===== config.mk =====
export PLATFORM = sky130hd
export DESIGN_NAME = io_input_conditioner
export DESIGN_NICKNAME = d
export VERILOG_FILES = /design/src/rtl/io_map_pkg.sv /design/src/rtl/debounce_bit.sv /design/src/rtl/io_input_conditioner.sv
export SDC_FILE = /design/constraint.sdc
export NUM_CORES = 1
export LEC_CHECK = 0
export BUFFER_PORTS_ARGS = -buffer_cell sky130_fd_sc_hd__buf_2
export CAP_MARGIN = 25
export CORE_ASPECT_RATIO = 1.2
export CORE_MARGIN = 1.5
export CORE_UTILIZATION = 60
export DETAILED_ROUTE_END_ITERATION = 8
export MAX_ROUTING_LAYER = met4
export PLACE_DENSITY = 0.85
export RECOVER_POWER = 100
export SLEW_MARGIN = 30
export SYNTH_ARGS = -nofsm -noshare
export SYNTH_HDL_FRONTEND = slang
export SYNTH_SLANG_ARGS = --single-unit

===== constraint.sdc =====
create_clock -name CLK100MHZ -period 12 [get_ports CLK100MHZ]
set_input_delay 3.6 -clock CLK100MHZ [delete_from_list [all_inputs] [get_ports CLK100MHZ]]
set_output_delay 3.6 -clock CLK100MHZ [all_outputs]
set_load 0.05 [all_outputs]

===== src/rtl/io_map_pkg.sv =====
// Shared IO address map and read-select decode for the input conditioner
// and the rest of the core's IO decode.
package io_map_pkg;

    localparam logic [31:0] IO_ADDR_SW        = 32'd1;
    localparam logic [31:0] IO_ADDR_BTN       = 32'd2;
    localparam logic [31:0] IO_ADDR_BTN_PRESS = 32'd3;
    localparam int unsigned IO_LED_WR_BIT     = 2;

    typedef enum logic [1:0] {
        IO_SEL_NONE,
        IO_SEL_SW,
        IO_SEL_BTN,
        IO_SEL_PRESS
    } io_sel_e;

    function automatic io_sel_e io_decode(input logic [31:0] addr);
        case (addr)
            IO_ADDR_SW:        return IO_SEL_SW;
            IO_ADDR_BTN:       return IO_SEL_BTN;
            IO_ADDR_BTN_PRESS: return IO_SEL_PRESS;
            default:           return IO_SEL_NONE;
        endcase
    endfunction

endpackage


===== src/rtl/debounce_bit.sv =====
// One raw input bit: 2-flop synchronizer, then a saturating stability counter
// that flips the clean level after STABLE_SAMPLES consecutive differing ticks.
module debounce_bit #(
    parameter int unsigned STABLE_SAMPLES = 4
) (
    input  logic clk,
    input  logic rst_n,
    input  logic din,
    input  logic tick,
    output logic dout
);

    localparam int unsigned CW = (STABLE_SAMPLES > 1) ? $clog2(STABLE_SAMPLES) : 1;
    localparam logic [CW-1:0] CNT_LAST = CW'(STABLE_SAMPLES - 1);

    logic [1:0]    sync_q, sync_d;
    logic [CW-1:0] cnt_q, cnt_d;
    logic          clean_q, clean_d;

    always_comb begin
        sync_d  = {sync_q[0], din};
        cnt_d   = cnt_q;
        clean_d = clean_q;
        if (tick) begin
            if (sync_q[1] != clean_q) begin
                // The counter never holds STABLE_SAMPLES: the last step flips instead.
                if (cnt_q == CNT_LAST) begin
                    clean_d = ~clean_q;
                    cnt_d   = '0;
                end else begin
                    cnt_d = cnt_q + 1'b1;
                end
            end else begin
                cnt_d = '0;
            end
        end
    end

    always_ff @(posedge clk or negedge rst_n) begin
        if (!rst_n) begin
            sync_q  <= '0;
            cnt_q   <= '0;
            clean_q <= 1'b0;
        end else begin
            sync_q  <= sync_d;
            cnt_q   <= cnt_d;
            clean_q <= clean_d;
        end
    end

    assign dout = clean_q;

endmodule


===== src/rtl/io_input_conditioner.sv =====
// Debounces the board switches/buttons, latches button press events and
// exposes both through a registered read port on the core IO bus.
module io_input_conditioner
    import io_map_pkg::*;
#(
    parameter int unsigned SAMPLE_DIV     = 100000,
    parameter int unsigned STABLE_SAMPLES = 4
) (
    input  logic        CLK100MHZ,
    input  logic        CPU_RESETN,
    input  logic [15:0] SW,
    input  logic [4:0]  BTN,
    input  logic [31:0] io_address,
    input  logic        io_read_en,
    output logic [31:0] io_read_value,
    output logic [15:0] sw_clean,
    output logic [4:0]  btn_clean,
    output logic [4:0]  btn_press
);

    localparam int unsigned PW = $clog2(SAMPLE_DIV);
    localparam logic [PW-1:0] PRE_LAST = PW'(SAMPLE_DIV - 1);

    logic [1:0]    rst_sync_q, rst_sync_d;
    logic          rst_n;
    logic [PW-1:0] pre_q, pre_d;
    logic          tick;
    logic [20:0]   raw_in;
    logic [20:0]   clean;
    logic [4:0]    btn_prev_q, btn_prev_d;
    logic [4:0]    press_q, press_d;
    logic [31:0]   read_value_q, read_value_d;
    io_sel_e       sel;

    // Assert follows CPU_RESETN immediately; release waits two clock edges.
    always_comb rst_sync_d = {rst_sync_q[0], 1'b1};

    always_ff @(posedge CLK100MHZ or negedge CPU_RESETN) begin
        if (!CPU_RESETN) rst_sync_q <= '0;
        else             rst_sync_q <= rst_sync_d;
    end

    assign rst_n  = rst_sync_q[1];
    assign tick   = (pre_q == PRE_LAST);
    assign raw_in = {BTN, SW};

    for (genvar i = 0; i < 21; i++) begin : g_db
        debounce_bit #(.STABLE_SAMPLES(STABLE_SAMPLES)) u_db (
            .clk  (CLK100MHZ),
            .rst_n(rst_n),
            .din  (raw_in[i]),
            .tick (tick),
            .dout (clean[i])
        );
    end

    assign sw_clean  = clean[15:0];
    assign btn_clean = clean[20:16];

    always_comb begin
        pre_d        = tick ? '0 : pre_q + 1'b1;
        btn_prev_d   = btn_clean;
        sel          = io_decode(io_address);
        read_value_d = read_value_q;
        press_d      = press_q | (btn_clean & ~btn_prev_q);
        if (io_read_en) begin
            case (sel)
                IO_SEL_SW:    read_value_d = {16'b0, sw_clean};
                IO_SEL_BTN:   read_value_d = {27'b0, btn_clean};
                IO_SEL_PRESS: read_value_d = {27'b0, press_q};
                default:      read_value_d = '0;
            endcase
            // Clear only what is returned; a same-cycle new edge is OR'd back in.
            if (sel == IO_SEL_PRESS)
                press_d = (press_q & ~press_q) | (btn_clean & ~btn_prev_q);
        end
    end

    always_ff @(posedge CLK100MHZ or negedge rst_n) begin
        if (!rst_n) begin
            pre_q        <= '0;
            btn_prev_q   <= '0;
            press_q      <= '0;
            read_value_q <= '0;
        end else begin
            pre_q        <= pre_d;
            btn_prev_q   <= btn_prev_d;
            press_q      <= press_d;
            read_value_q <= read_value_d;
        end
    end

    assign io_read_value = read_value_q;
    assign btn_press     = press_q;

endmodule


; ---- After elaboration in Yosys (flattened, before gate mapping)
; Index checks and enable logic that the tools add are counted.
[classes]
addsub = 22
eq_ne = 49
mux = 47
n_bitwise = 27
reduce_logical = 21
[ops]
columns = op, count
row1 = 2-bit two-way mux, 42
row2 = "32-bit by 2-bit == test with 1-bit output, second input constant", 2
row3 = 3-bit AND reduction, 21
row4 = 16-bit one-hot mux with 3 select lines, 1
row5 = "2-bit == test, second input constant", 23
row6 = "2-bit by 1-bit adder with 2-bit output, second input constant", 21
row7 = "32-bit by 1-bit == test with 1-bit output, second input constant", 1
row8 = 1-bit inequality test, 21
row9 = 1-bit NOT, 21
row10 = "17-bit by 1-bit adder with 17-bit output, second input constant", 1
row11 = "17-bit == test, second input constant", 1
row12 = 17-bit two-way mux, 1
row13 = 5-bit bitwise AND, 2
row14 = 5-bit two-way mux, 2
row15 = 5-bit NOT, 2
row16 = 5-bit OR, 2
row17 = 2-bit one-hot mux with 3 select lines, 1
row18 = "2-bit by 1-bit == test with 1-bit output, second input constant", 1
[totals]
ff_bits = 166
inputBits = 56
output_inout_bits = 58
elab_cells = 234

; ---- Depth between registers and ports, before layout
; Gate-level depths: netlist of run 1.
[logic_depth]
ltp_word = 5
depth_mapped = 9
ltp_nobuf = 5

; ---- By module
; Synthesis of run 1 repeated with hierarchy kept, for this count alone.
[unflattened]
hier_cells = 517
area_unflattened_um2 = 6130.9
[by_module_without_submodules]
columns = module, instances, cells_per_inst, area_each_um2, seq_area_each_um2
row1 = debounce_bit, 21, 15, 193.9, 125.1
row2 = io_input_conditioner, 1, 202, 2058.2, 1126.1

; ---- Worst setup path after synthesis of run 1
; OpenSTA, ideal clock, no wires.
[synth_timing]
path_type = input to register
start = input io_address[9]
end = register read_value_q[10] (netlist: io_read_value[10])
setup_time_ns = 0.082
t_arrival_ns = 4.786
required_time_ns = 11.918
path_slack_ns = 7.131
cell_stages = 5
n_path_buf = 1
path_cell_list = or4_1 nor2_1 nand4_2 buf_2 o22ai_1
[synth_via]
elab_chain_len = 4
word_cells_on_any_way = 8
cone_classes = eq/ne (6) / mux (2)
[synth_rtl]
columns = item, line_no
row1 = "start, declared", io_input_conditioner.sv:13  ; input logic [31:0] io_address,
row2 = 32-bit by 2-bit == test with 1-bit output / 32-bit by 1-bit == test with 1-bit output (equally long branches), io_map_pkg.sv:18  ; case (addr)
row3 = 2-bit one-hot mux with 3 select lines (*), io_map_pkg.sv:18
row4 = 2-bit == test / 2-bit by 1-bit == test with 1-bit output (equally long branches), io_input_conditioner.sv:67  ; case (sel)
row5 = 16-bit one-hot mux with 3 select lines (*), io_input_conditioner.sv:67
row6 = "end signal, assigned", io_input_conditioner.sv:89  ; read_value_q <= read_value_d;
row7 = "end, declared", io_input_conditioner.sv:32  ; logic [31:0] read_value_q, read_value_d;
; Mark *: on every way between the ends. The rest lies on a longest branch, timed or not.
; A chain may end at the register's enable or synchronous reset.

==> flow_metrics.py, run 1 <==
metrics = {
    "layout": {
        "drive_gt1_frac": 0.169,
        "final_common_cell": "dfrtp_1",
        "synthToLayoutAreaGrowth_pct": 12.8,
        "final_nets": 714,
        "final_cell_mix": "dfrtp_1, nand2_1, buf_2, clkbuf_1, inv_1",
        "layout.cells.non_filler": 778,
        "antenna_cells": 0,
    },
    "yosys": {
        "synth_flop_cell": "dfrtp_1",
        "async_reset_ff_frac": 1.00,
        "ys_warn_count": 0,
        "yosys.area.top_type": "dfrtp_1",
        "synth_edf_count": 0,
        "ys_ff_latch": 150,
        "postSynthCellCount": 559,
        "netlist_area_um2": 6450,
        "synth_area_leaders": "dfrtp_1, buf_4, ha_1, nand2_1, xnor2_1",
        "synth_top_area_share": 0.582,
        "ys_seq_area_frac": 0.582,
        "syn_area_per_cell_um2": 11.5,
        "yosysUniqueCellTypes": 51,
    },
    "die": {
        "die_w_um": 97.6,
        "die_y_um": 117,
        "coreArea_um2": 10500,
        "rows": 41,
        "io_pins": 114,
        "start_util": 0.616,
        "die_area_um2": 11400,
    },
    "pwr": {
        "power_mw": 1.10,
        "ir_drop_v": 0.000119,
        "p_leak_nw": 3.70,
        "power_density_nw_per_um2": 151,
    },
    "drt": {
        "first_iter_violations": 252,
        "avgRoutedWirePerCell_um": 16.7,
        "route.detailed.drc": 0,
        "drtPass1Iterations": 4,
        "vias": 4428,
        "drt-vias-per-instance": 5.69,
        "postRouteAntennaNets": 0,
        "drt-total-wl_mm": 13.0,
    },
    "global_routing": {
        "grt_use_total": 0.243,
        "grt_overflow_total": 0,
        "grt_pass1_wl_mm": 20.9,
        "grt_max_degree": 91,
        "antenna_found_initial": 0,
        "grt_pass1_vias": 4515,
    },
    "worst_setup_path": {
        "required_ns": 11.44,
        "cp.arrival_ns": 5.64,
        "slowest_delay_ns": 3.31,
        "slowest_stage": "clkbuf_1",
        "cp.buffers_inverters": 1,
        "cp_max_fo": 90,
        "path_cells": "clkbuf_1",
        "startpoint_type": "register",
        "cp_top_family": "buffers and inverters",
        "crit_type": "register to asynchronous set/reset pin",
        "crit_path_end_kind": "asynchronous set/reset pin",
    },
    "clocking": {
        "cts_resized": 0,
        "cts_tree": "yes",
        "cts_buffers": 17,
        "root_buffer": "clkbuf_16",
        "worstSkewPairLatency_ns": 0.41,
        "path_clk_slew_ns": 0.06,
        "post-cts-setup-buffers": 0,
        "hold_buffers": 0,
        "numClockSinks": 150,
        "clockBufferDepth": 2,
        "cts.htree.levels": 4,
    },
    "sta": {
        "hold_violations": 0,
        "skew_ns": 0.00923,
        "rsz0062_at_grt": "false",
        "max_slew.worst_pin.slew_ns": 4.57,
        "setup_tns_ns": 0,
        "period_share": 0.517,
        "maxSlewViolCount": 254,
        "finalCriticalPeriod_ns": 6.20,
        "slew_headroom": -2.05,
        "max_freq_mhz": 161,
        "setup_viol": 0,
    },
    "worst_hold_path": {
        "worstHoldPathType": "register to register",
    },
    "run": {
        "drv_cap": 4,
    },
    "status": {
        "failed_checks": "max-capacitance violations, max-slew violations",
        "status": "finished with violations",
    },
    "place": {
        "gp_routability_congestion": 0.857,
        "io_buffers": 97,
        "hpwlAfterDp_mm": 8.37,
        "dp.cells": 746,
    },
}
-- metrics by stage --
step / hold slack [ns] / instance area [um^2] / utilization / setup slack (ns)
after global placement: 0.333 / 6790 / 0.648 / 6.57
after detailed placement: 0.335 / 6790 / 0.649 / 6.48
after CTS: 0.348 / 7400 / 0.707 / 6.90
after floorplan: 0.331 / 6500 / - / 7.13
after global routing: 0.359 / 7270 / 0.695 / 4.46
final: 0.348 / 7270 / 0.695 / 5.80
-- metal layers --
layer	GRT usage	up-vias	wire, um
met3	0.0664	38	713
met5	-	-	0
met4	0.0933	0	344
li1	-	2042	-
met2	0.422	165	6730
met1	0.271	2183	5180
-- layout make-up --
type                       instances  area [um^2]
clock buffer                      19          443
clock inverter                    13          169
fill                             751         3190
inverter                          37          139
multi-input combinational        331         2170
sequential                       150         3750
tap                              129          161
timing repair buffer              99          439
-- final timing paths --
path                                              from                      end  slack (ns)  depth (start not counted)
worst max-delay path                     rst_sync_q[1]    g_db[2].u_db.cnt_q[0]        5.80                          1
worst min-delay path            g_db[4].u_db.sync_q[0]   g_db[4].u_db.sync_q[1]        0.35                          0
worst max register to register           rst_sync_q[1]    g_db[2].u_db.cnt_q[0]        5.80                          1
worst min register to register  g_db[4].u_db.sync_q[0]   g_db[4].u_db.sync_q[1]        0.35                          0
max in group CLK100MHZ                   io_address[3]         io_read_value[1]        6.28                          5
min in group asynchronous                rst_sync_q[1]  g_db[12].u_db.sync_q[1]        0.94                          0
-- synthesized netlist by cell type, drive strengths merged (3+ instances only) --
library cell / count
dfrtp: 150
a21oi: 27
inv: 37
xnor2: 22
ha: 22
nand4: 7
a31oi: 3
o221ai: 3
nand2b: 5
buf: 50
clkbuf: 6
nor2: 15
nand3: 10
nand3b: 18
o21ai: 7
nor4: 21
a31o: 19
and4: 5
o22ai: 16
or4: 4
xor2: 11
a21o: 16
nand2: 63
-- power breakdown --
group          leakage, nW  total [mW]  switching [mW]  internal (mW)
clock network        0.299       0.544           0.208          0.336
registers             1.96       0.521         0.00753          0.513
logic                 1.45      0.0339          0.0238         0.0101
total                 3.70        1.10           0.240          0.859
-- registers in the layout (all words and copies together), names as in the netlist --
name and flops:
btn_press 5, btn_prev_q 5, g_db.u_db.cnt_q 42, g_db.u_db.dout 21
g_db.u_db.sync_q 42, io_read_value 16, pre_q 17, rst_sync_q 2
-- kinds of logic (layout without fill, tap and decap cells) --
family,count (synthesis),in the layout,synth area share
and+or+nand+nor,162,162,0.145
DFF,150,150,0.582
AOI/OAI and AO/OA,95,95,0.0990
buffers and inverters,93,168,0.0811
xor gates and xnor gates,33,33,0.0448
adders and majority gates,22,22,0.0427
other,2,17,0.00116
muxes,2,2,0.00407
Note: power is estimated with default switching activity, not from simulation.
==> run 2: changes to the inputs <==
--- a/config.mk
+++ b/config.mk
@@ -5,14 +5,15 @@
 export SDC_FILE = /design/constraint.sdc
 export NUM_CORES = 1
 export LEC_CHECK = 0
+export ABC_AREA = 1
 export BUFFER_PORTS_ARGS = -buffer_cell sky130_fd_sc_hd__buf_2
 export CAP_MARGIN = 25
 export CORE_ASPECT_RATIO = 1.2
 export CORE_MARGIN = 1.5
-export CORE_UTILIZATION = 60
+export CORE_UTILIZATION = 51
 export DETAILED_ROUTE_END_ITERATION = 8
 export MAX_ROUTING_LAYER = met4
-export PLACE_DENSITY = 0.85
+export PLACE_DENSITY = 0.76
 export RECOVER_POWER = 100
 export SLEW_MARGIN = 30
 export SYNTH_ARGS = -nofsm -noshare
==> constraint.sdc (replaced) <==
create_clock -name CLK100MHZ -period 5.62 [get_ports CLK100MHZ]
set_input_delay 1.686 -clock CLK100MHZ [delete_from_list [all_inputs] [get_ports CLK100MHZ]]
set_output_delay 1.686 -clock CLK100MHZ [all_outputs]
set_load 0.05 [all_outputs]
==> run 2 against run 1 <==
The run still ends with max-capacitance violations, max-slew violations left; hold slack worse by 0.0026 ns; routed wire length decreased by 2.7%; non-clock buffer count is 1 higher; highest routed layer unchanged.
==> flow_metrics.py, run 2 <==
metrics = {
    "status": {
        "status": "finished with violations",
        "failed_checks": "max-capacitance violations, max-slew violations",
    },
    "worst_setup_path": {
        "timing.rr.start": "pre_q[0]",
        "path_cells": "ha_1 -> nand2_1 -> nor3_1 -> nand2_1 -> inv_1 -> clkbuf_1 -> nand3b_1 -> nand2_1 -> inv_1",
        "r2r_end": "g_db[8].u_db.dout",
        "cp_max_fo": 45,
        "required_ns": 5.93,
        "slowest_delay_ns": 1.31,
        "startpoint_type": "register",
        "reg2regPathDepth": 9,
        "cp.arrival_ns": 3.92,
        "crit_type": "register to register",
        "cpMostUsedCell": "nand2_1",
        "crit_path_end_kind": "register",
        "slowest_stage": "clkbuf_1",
        "r2r_setup_slack_ns": 2.01,
    },
    "clocking": {
        "cts_buffers": 17,
        "numClockSinks": 150,
        "clockBufferDepth": 2,
        "post-cts-setup-buffers": 0,
        "cts_resized": 0,
        "cts.htree.levels": 4,
        "path_clk_slew_ns": 0.06,
        "root_buffer": "clkbuf_16",
        "worstSkewPairLatency_ns": 0.42,
        "cts_tree": "yes",
        "hold_buffers": 0,
    },
    "layout": {
        "antenna_cells": 0,
        "final_cell_mix": "nand2_1, dfrtp_1, inv_1, buf_2, o21ai_0",
        "fill_cells": 1181,
        "seq_area_um2": 3750,
        "synthToLayoutAreaGrowth_pct": 12.2,
        "final_common_cell": "nand2_1",
        "final_nets": 948,
        "finish.utilization": 0.591,
        "drive_gt1_frac": 0.121,
        "multi_input_area_um2": 2450,
    },
    "global_routing": {
        "antenna_found_initial": 0,
        "grt_pass1_wl_mm": 21.4,
        "grt_max_degree": 85,
        "grt_pass1_vias": 4803,
        "grt_overflow_total": 0,
        "grt_use_total": 0.196,
    },
    "sta": {
        "rsz0062_at_grt": "false",
        "setup_viol": 0,
        "slew_headroom": -0.687,
        "max_slew.worst_pin.slew_ns": 2.53,
        "hold-worst-slack_ns": 0.345,
        "finalCriticalPeriod_ns": 3.61,
        "hold_violations": 0,
        "setup_tns_ns": 0,
        "setup_slack_ns": 2.01,
        "period_share": 0.643,
        "maxSlewViolCount": 157,
        "skew_ns": 0.00847,
        "max_freq_mhz": 277,
    },
    "drt": {
        "postRouteAntennaNets": 0,
        "drt-total-wl_mm": 12.6,
        "drtPass1Iterations": 4,
        "route.detailed.drc": 0,
        "first_iter_violations": 247,
        "avgRoutedWirePerCell_um": 12.0,
        "vias": 4968,
        "drt-vias-per-instance": 4.73,
    },
    "yosys": {
        "ys_ff_latch": 150,
        "synth-simple-area-share": 0.215,
        "postSynthCellCount": 793,
        "synth_top_family_by_area": "simple AND/OR/NAND/NOR gates",
        "yosys.area.top_type": "dfrtp_1",
        "synth_flop_cell": "dfrtp_1",
        "syn_area_per_cell_um2": 8.84,
        "ys_seq_area_frac": 0.535,
        "netlist_area_um2": 7010,
        "yosysUniqueCellTypes": 30,
        "ys_warn_count": 0,
        "synth_compound_area_frac": 0.0564,
        "synth_area_leaders": "dfrtp_1, nand2_1, inv_1, buf_4, ha_1",
        "synth_commonest_cells": "nand2_1, dfrtp_1, inv_1",
        "synth_most_common_cell": "nand2_1",
        "synth_top_area_share": 0.535,
        "synth_fa_ha_area_frac": 0.0393,
        "synthXorXnorAreaFrac": 0.0350,
        "async_reset_ff_frac": 1.00,
        "synthMuxAreaShare": 0,
        "synth_edf_count": 0,
    },
    "worst_hold_path": {
        "holdPathEnd": "g_db[20].u_db.sync_q[1]",
        "worstHoldPathType": "register to register",
        "hold_path_depth": 0,
        "min_from": "g_db[20].u_db.sync_q[0]",
    },
    "pwr": {
        "p_leak_nw": 4.28,
        "ir_drop_v": 0.000198,
        "power_mw": 2.35,
        "power_density_nw_per_um2": 299,
    },
    "die": {
        "die_y_um": 131,
        "start_util": 0.527,
        "die_area_um2": 14500,
        "rows": 46,
        "io_pins": 114,
        "die_w_um": 110,
        "coreArea_um2": 13300,
    },
    "place": {
        "dp_slack_ns": 2.35,
        "gp_routability_congestion": 0.765,
        "hpwlAfterDp_mm": 8.32,
        "io_buffers": 97,
    },
    "run": {
        "drv_cap": 3,
    },
}
[run 2: report_power, final]
group | internal (mW) | switching, mW
logic | 0.0316 | 0.0876
clock network | 0.678 | 0.430
registers | 1.10 | 0.0212
[run 2: worst max-delay path: cells and delay by family (launching register included)]
family,cells,cell delay [ns]
simple gates,5,0.72
flops,1,0.36
fa+ha+maj,1,0.19
buf+inv,3,2.22
[run 2: final cells by class]
type,count,share of cell area
clock buffer,21,0.0586
tap,168,0.0267
inverter,112,0.0535
timing repair buffer,100,0.0571
sequential,150,0.477
clock inverter,10,0.0153
multi-input combinational,489,0.312
[run 2: cells by family (layout without fill, tap and decap cells)]
kind of cell               after synthesis  in the layout
buffers and inverters                  169            243
xor gates and xnor gates                28             28
adders and majority gates               22             22
DFF                                    150            150
and+or+nand+nor                        353            353
AOI/OAI and AO/OA                       69             69
other                                    2             17
[run 2: metal layers]
| metal | up-vias | GRT usage | routed length [um] |
|---|---|---|---|
| met4 | 0 | 0.0649 | 157 |
| met2 | 99 | 0.325 | 6330 |
| li1 | 2553 | - | - |
| met5 | - | - | 0 |
| met1 | 2305 | 0.225 | 5520 |
| met3 | 11 | 0.0561 | 604 |
[run 2: stage by stage]
| step | cells | instance area (um^2) |
|---|---|---|
| finish | 1050 | 7860 |
| floorplan | 808 | 7070 |
| global route | 1050 | 7860 |
| detailed placement | 1019 | 7390 |
| global placement | 1019 | 7390 |
| CTS | 1050 | 7970 |
[run 2: worst max path at each step]
stage                              end                from
floorplan                 btn_press[0]       rst_sync_q[1]
global placement      io_read_value[7]      io_address[28]
detailed placement    io_read_value[6]      io_address[28]
CTS                       btn_clean[0]  g_db[16].u_db.dout
global route        g_db[11].u_db.dout            pre_q[0]
finish               g_db[8].u_db.dout            pre_q[0]
